### src/rtl/vpu_wb_unit.sv
// VPU writeback: buffers up to MAX_BEATS result beats, drains them to SRAM on start, then pulses done.
// Optional perf counters under VPU_WB_PERF_CNT_EN; SRAM en/addr/data hold while ready is low.
module vpu_wb_unit #(
  parameter int DATA_W      = 256,
  parameter int ADDR_W      = 16,
  parameter int ADDR_STRIDE = 1,
  parameter int MAX_BEATS   = 2
) (
  input  logic              clk,
  input  logic              rst_n,
  input  logic              wb_data_valid_i,
  input  logic [DATA_W-1:0] wb_data_i,
  input  logic              wb_start_i,
  input  logic [ADDR_W-1:0] wb_dst_addr_i,
  output logic              wb_done_o,
  output logic              sram_wr_en_o,
  output logic [ADDR_W-1:0] sram_wr_addr_o,
  output logic [DATA_W-1:0] sram_wr_data_o,
  input  logic              sram_wr_ready_i,
  output logic              busy_o,
  output logic              err_overflow_o,
  output logic              err_start_busy_o
`ifdef VPU_WB_PERF_CNT_EN
  ,
  output logic [31:0]       perf_stall_cnt_o,
  output logic [31:0]       perf_xfer_cnt_o
`endif
);

  localparam int CNT_W = $clog2(MAX_BEATS + 1);
  localparam int IDX_W = (MAX_BEATS > 1) ? $clog2(MAX_BEATS) : 1;

  typedef enum logic [1:0] {S_IDLE, S_WRITE, S_DONE} state_t;

  state_t            state, state_nxt;
  logic [DATA_W-1:0] beat_buf [MAX_BEATS];
  logic [CNT_W-1:0]  count, idx, n_beats, n_start;
  logic [CNT_W:0]    n_sum;
  logic [ADDR_W-1:0] base;
  logic              capture, accept, last_beat;

  // A beat strobed together with start still counts toward the transfer length.
  always_comb begin
    n_sum   = {1'b0, count} + (CNT_W+1)'(wb_data_valid_i);
    n_start = (n_sum > (CNT_W+1)'(MAX_BEATS)) ? CNT_W'(MAX_BEATS) : n_sum[CNT_W-1:0];
  end

  assign capture   = (state == S_IDLE) && wb_data_valid_i && (count < CNT_W'(MAX_BEATS));
  assign accept    = (state == S_WRITE) && sram_wr_ready_i;
  assign last_beat = (idx == n_beats - CNT_W'(1));

  always_ff @(posedge clk) begin
    if (!rst_n) state <= S_IDLE;
    else        state <= state_nxt;
  end

  always_comb begin
    state_nxt = state;
    case (state)
      S_IDLE:  if (wb_start_i) state_nxt = (n_start == '0) ? S_DONE : S_WRITE;
      S_WRITE: if (accept && last_beat) state_nxt = S_DONE;
      S_DONE:  state_nxt = S_IDLE;
      default: state_nxt = S_IDLE;
    endcase
  end

  // Address/data are forced to zero outside WRITE so idle outputs read as zero.
  always_comb begin
    wb_done_o      = 1'b0;
    sram_wr_en_o   = 1'b0;
    sram_wr_addr_o = '0;
    sram_wr_data_o = '0;
    busy_o         = (state != S_IDLE);
    case (state)
      S_WRITE: begin
        sram_wr_en_o   = 1'b1;
        sram_wr_addr_o = base + ADDR_W'(ADDR_STRIDE) * ADDR_W'(idx);
        sram_wr_data_o = beat_buf[idx[IDX_W-1:0]];
      end
      S_DONE:  wb_done_o = 1'b1;
      default: ;
    endcase
  end

  always_ff @(posedge clk) begin
    if (capture) beat_buf[count[IDX_W-1:0]] <= wb_data_i;
  end

  always_ff @(posedge clk) begin
    if (!rst_n) begin
      count            <= '0;
      idx              <= '0;
      n_beats          <= '0;
      base             <= '0;
      err_overflow_o   <= 1'b0;
      err_start_busy_o <= 1'b0;
    end else begin
      if (capture) count <= count + CNT_W'(1);
      if (state == S_IDLE && wb_start_i) begin
        base    <= wb_dst_addr_i;
        n_beats <= n_start;
        idx     <= '0;
      end
      if (accept) idx <= idx + CNT_W'(1);
      if (state == S_DONE) count <= '0;
      if (wb_data_valid_i && !capture) err_overflow_o <= 1'b1;
      if (wb_start_i && state != S_IDLE) err_start_busy_o <= 1'b1;
    end
  end

`ifdef VPU_WB_PERF_CNT_EN
  always_ff @(posedge clk) begin
    if (!rst_n) begin
      perf_stall_cnt_o <= '0;
      perf_xfer_cnt_o  <= '0;
    end else begin
      if (state == S_WRITE && !sram_wr_ready_i) perf_stall_cnt_o <= perf_stall_cnt_o + 32'd1;
      if (state == S_DONE) perf_xfer_cnt_o <= perf_xfer_cnt_o + 32'd1;
    end
  end
`endif

endmodule

### config.mk
export PLATFORM = sky130hd
export DESIGN_NAME = vpu_wb_unit
export DESIGN_NICKNAME = d
export VERILOG_FILES = /design/src/rtl/vpu_wb_unit.sv
export SDC_FILE = /design/constraint.sdc
export NUM_CORES = 1
export LEC_CHECK = 0
export CAP_MARGIN = 10
export CELL_PAD_IN_SITES_DETAIL_PLACEMENT = 1
export CELL_PAD_IN_SITES_GLOBAL_PLACEMENT = 1
export CORE_AREA = 8 8 255 208
export CTS_CLUSTER_SIZE = 20
export DETAILED_ROUTE_END_ITERATION = 12
export DIE_AREA = 0 0 263 216
export PLACE_DENSITY_LB_ADDON = 0.1
export SYNTH_ARGS = -nofsm -noshare
export SYNTH_HDL_FRONTEND = slang
export SYNTH_SLANG_ARGS = --single-unit
### constraint.sdc
create_clock -name clk -period 30.8 [get_ports clk]
set_clock_uncertainty 0.15 [all_clocks]
set_input_delay 4.62 -clock clk [delete_from_list [all_inputs] [get_ports clk]]
set_output_delay 4.62 -clock clk [all_outputs]
set_load 0.05 [all_outputs]
* Word level (Yosys, flattened, before mapping)
Memories as Yosys holds them, arrays and structs flattened. A register that Yosys moved wholly into a read port is not among the register bits.
Cells that the tools add are included.
** Operators by class
- Add/sub/neg operators :: 5
- Order comparisons :: 2
- Eq/ne operators :: 5
- Mux-type cells :: 15
- Bitwise operators :: 1
- Reductions and logical operators :: 14
** Operators with widths (count)
- 256-bit 2-to-1 mux :: 1
- 16-bit by 2-bit adder with 16-bit output :: 1
- 16-bit 2-to-1 mux :: 1
- 2-bit 2-to-1 mux :: 6
- 1-bit logical AND :: 7
- 1-bit 2-to-1 mux :: 6
- 2-bit by 1-bit adder with 2-bit output (second input constant) :: 2
- 2-bit logical NOT :: 2
- 2-bit case mux with 2 select lines :: 1
- 2-bit nonzero test :: 2
- 2-bit by 1-bit adder with 3-bit output :: 1
- 3-bit by 2-bit greater-than comparator with 1-bit output (second input constant) :: 1
- 2-bit by 1-bit == test with 1-bit output (second input constant) :: 1
- 2-bit == test :: 1
- 2-bit == test (second input constant) :: 1
- 2-bit < comparator (second input constant) :: 1
- 2-bit by 1-bit inequality test with 1-bit output (second input constant) :: 1
- 2-bit inequality test (second input constant) :: 1
- 2-bit AND reduction :: 1
- 2-bit OR reduction :: 1
- 2-bit by 1-bit subtractor with 2-bit output (second input constant) :: 1
- 1-bit logical NOT :: 1
- 1-bit NOT :: 1
** Storage, ports and cells
- Flip-flop bits (word level) :: 26
- Bits in writable memories :: 512
- Input port bits :: 277
- Output and inout bits :: 277
- Logic and storage cells :: 50
- Memories :: 1
** Memory list
- beat_buf :: depth 2, bits a word 256, rd ports 1, clocked after memory_dff 1, write ports 1, RTL line 36 : logic [DATA_W-1:0] beat_buf [MAX_BEATS];

* Longest topological paths before layout
- Depth in word-level cells :: 7
- Gate-level depth with buffers :: 6
- Gate-level depth less buffers :: 6

* Worst setup path after synthesis
Ideal clock, no wire load.
- Path kind :: input to register
- Start point :: input wb_data_valid_i
- End point :: memory beat_buf[0][0] (enable)
- Library setup time :: 880 ps
- Data arrival time :: 15329 ps
- Data required time :: 29770 ps
- Setup slack :: 14441 ps
- Cell stages on the path :: 2
- Path buffers :: 0
- Path through :: nand2_1 > nor2_1
** On the way
- Word-level cells in the longest chain between the ends :: 4
** Ends and longest elaborated chain
- from (decl) :: RTL line 11 : input logic wb_data_valid_i,
- 1-bit logical AND (2 in a row) :: RTL line 48 : assign capture = (state == S_IDLE) && wb_data_valid_i && (count < CNT_W'(MAX_BEATS));
- 1-bit 2-to-1 mux :: RTL line 86 : if (capture) beat_buf[count[IDX_W-1:0]] <= wb_data_i;
- 1-bit 2-to-1 mux (not written as such) :: RTL line 86
- to (decl) :: RTL line 36
Every way passes these cells.

==> reports/metrics.yaml <==
cells_and_area:
  multiInputGateArea_mm2: 0.004458
  nets: 2112
  regArea_mm2: 0.01592
  area_growth_pct: 38.11
  drive_gt1_frac: 0.04504
  n_fill_cell: 4608
timing:
  fin_crit_sh: 0.3092
  max_freq_ghz: 0.1050
  slew_viol_final: 0
  rsz0062_at_grt: "false"
  timing.final.hold_violations: 0
  tns_ps: 0
  tightest_slew_ps: 1291
  setup_viol: 0
  fin_crit_ps: 9522
  max_slew_margin: 0.1392
synth:
  synth.cell_area_mm2: 0.02065
  yosys-top-cells-count: "512 x edfxtp_1, 270 x nor2_1, 258 x mux2i_1, 41 x nand2_1, 37 x buf_2"
  synth.avg_cell_area_um2: 16.24
  synth_area_leaders: "edfxtp_1 74%, mux2i_1 13%, nor2_1 4.9%"
  syn_inst: 1272
  synth_ff_type: "edfxtp_1"
  seq_area_frac_synth: 0.7706
  ys_warn_count: 0
  ys_async_sr_fraction: 0
  synth_edf_count: 512
  syn_nets: 1554
  yosysTopAreaCellShare: 0.7444
  synth-seq-cells: 539
  synth.distinct_cells: 36
  synth_most_common_cell: "edfxtp_1"
  yosysTopAreaCell: "edfxtp_1"
worst_setup_path:
  critPathMaxFanout: 58
  end_kind: "output pin"
  arrival_ps: 4750
  critPathLaunchType: "register"
  worstPathRequired_ps: 26030
  r2r-start: "state[0]"
  path_class: "register to output pin"
  r2r-end: "beat_buf[0][120]"
  r2r_setup_slack_ps: 27180
  ff2ff_path_depth: 7
detailed_routing:
  detail_route.wl_per_cell_um: 24.82
  drt_drc_violations_left: 0
  wl_um: 62520
  vias_per_cell: 5.055
  vias: 12730
  drt_pass1_iterations: 5
  ant_nets: 0
  drt-initial-drc-count: 706
clock_tree:
  clk_latency_ps: 600
  clkTransAtPathRegs_ps: 60
  hold_buffers: 0
  htree_levels: 2
  ctsRootBufferMaster: "clkbuf_16"
  post_cts_buffers: 0
  cts-buffers-inserted: 55
  cts_tree: "done"
  cts_sinks: 539
  cts.path.max_buffers: 3
  cts_resized: 0
global_routing:
  grt.overflow.total: 0
  grt_max_degree: 190
  grt_antenna_before_repair: 26
  grt_pass1_wl_um: 90280
  grt_pass1_vias: 13840
  gr-usage-all-layers: 0.2108
hold_path:
  hold_end: "base[0]"
  min_from: "base[0]"
  hold_depth: 2
  min_path_type: "register to register"
floorplanning:
  die-height_um: 216
  std_cell_rows: 73
  initial_utilization: 0.4219
  fp.dieW_um: 263
  fp.dieArea_mm2: 0.05681
  io-pin-count: 554
  core_area_mm2: 0.04896
power:
  netSwitchingFraction: 0.3379
  pwr_density_cell_mw_per_mm2: 79.86
  peakVddDrop_v: 0.00005611
  seq_power_share: 0.434
  p_clk_frac: 0.274
  power_frac_comb: 0.292
  switchingPower_mw: 0.7698
  p_leak_nw: 9.132
  finalPower_mw: 2.278
  intPower_mw: 1.508
status:
  outcome: "completed"
job:
  drv_cap: 0
placed_design:
  io_buffers: 553
  hpwlAfterDp_um: 43440
  gp_congestion: 0.7991
## power groups by stage
stage | Sequential [mW] | Combinational, mW | Clock [mW]
finish | 0.989 | 0.666 | 0.624
global route | 0.998 | 0.703 | 0.667
CTS | 0.990 | 0.677 | 0.642
detailed placement | 1.00 | 0.673 | 0
global placement | 0.998 | 0.668 | 0
floorplan | 1.03 | 0.424 | 0
## worst max-delay path by stage
stage | from | end | slack, ps | cells after the start
after global placement | register | sram_wr_data_o[226] | 21880 | 5
after detailed placement | register | sram_wr_data_o[150] | 21860 | 5
after global routing | register | sram_wr_data_o[150] | 20980 | 5
final | register | sram_wr_data_o[150] | 21280 | 5
after floorplan | wb_data_valid_i | beat_buf[0][0] | 14440 | 2
after CTS | register | sram_wr_data_o[150] | 21190 | 5
## per-stage QoR
stage / hold WS (ps) / utilization / setup WS, ps / std cells / area [um2]
2_1_floorplan: 297.2 / - / 14440 / 1272 / 20650
3_3_place_gp: 298.7 / 0.5483 / 21880 / 2410 / 26840
3_5_place_dp: 301.7 / 0.5483 / 21860 / 2410 / 26840
4_1_cts: 335.3 / 0.5818 / 21190 / 2502 / 28480
5_1_grt: 355.1 / 0.5826 / 20980 / 2518 / 28520
6_report: 331.0 / 0.5826 / 21280 / 2519 / 28520
## worst max-delay path: stages, from the launching register on
cell	delay, ps
dfxtp_4	1030
buf_4	930
buf_4	860
mux2i_1	210
nor2_1	140
clkdlybuf4s50_1	840
## registers in the layout, indices dropped and copies added, names as in the netlist, named ones only
signal            flops
base                 16
beat_buf            512
count                 2
err_overflow_o        1
err_start_busy_o      1
idx                   2
n_beats               2
state                 2
## final cells by class
class,instances,share of cell area
sequential,539,0.5581
timing repair buffer,565,0.1981
multi-input combinational,664,0.1563
clock buffer,69,0.05084
tap,637,0.02794
clock inverter,23,0.006580
antenna,17,0.001491
inverter,5,0.0006580
## layer usage
metal  track usage  part of all wire
met5             0            0.0019
met4       0.08453             0.026
met3       0.07443             0.076
met2        0.3624              0.51
met1        0.2394              0.38
## cell usage in the layout, fill, tap and decap left out, types with 5 or more instances in the layout
cell / synthesis / final
a21boi_0: 17 / 17
a21oi_1: 12 / 12
buf_4: 0 / 10
clkbuf_1: 26 / 13
clkbuf_16: 0 / 56
clkdlybuf4s50_1: 0 / 553
clkinv_1: 0 / 14
dfxtp_1: 27 / 26
diode_2: 0 / 17
edfxtp_1: 512 / 512
inv_1: 5 / 5
mux2i_1: 258 / 258
nand2_1: 41 / 41
nor2_1: 270 / 269
nor2b_1: 7 / 7
o21ai_0: 6 / 6
xnor2_1: 6 / 6
## logic make-up (layout without fill, tap and decap cells)
logic type | after synthesis | count (layout) | share of synthesized area
compound gates | 41 | 41 | 0.01278
fa+ha+maj | 5 | 5 | 0.003393
buf+inv | 69 | 662 | 0.01478
simple gates | 351 | 351 | 0.06961
other cells | 0 | 17 | 0
mux | 258 | 258 | 0.1250
xor+xnor | 9 | 9 | 0.003817
flops | 539 | 539 | 0.7706
Power figures use the tool's default switching activity.
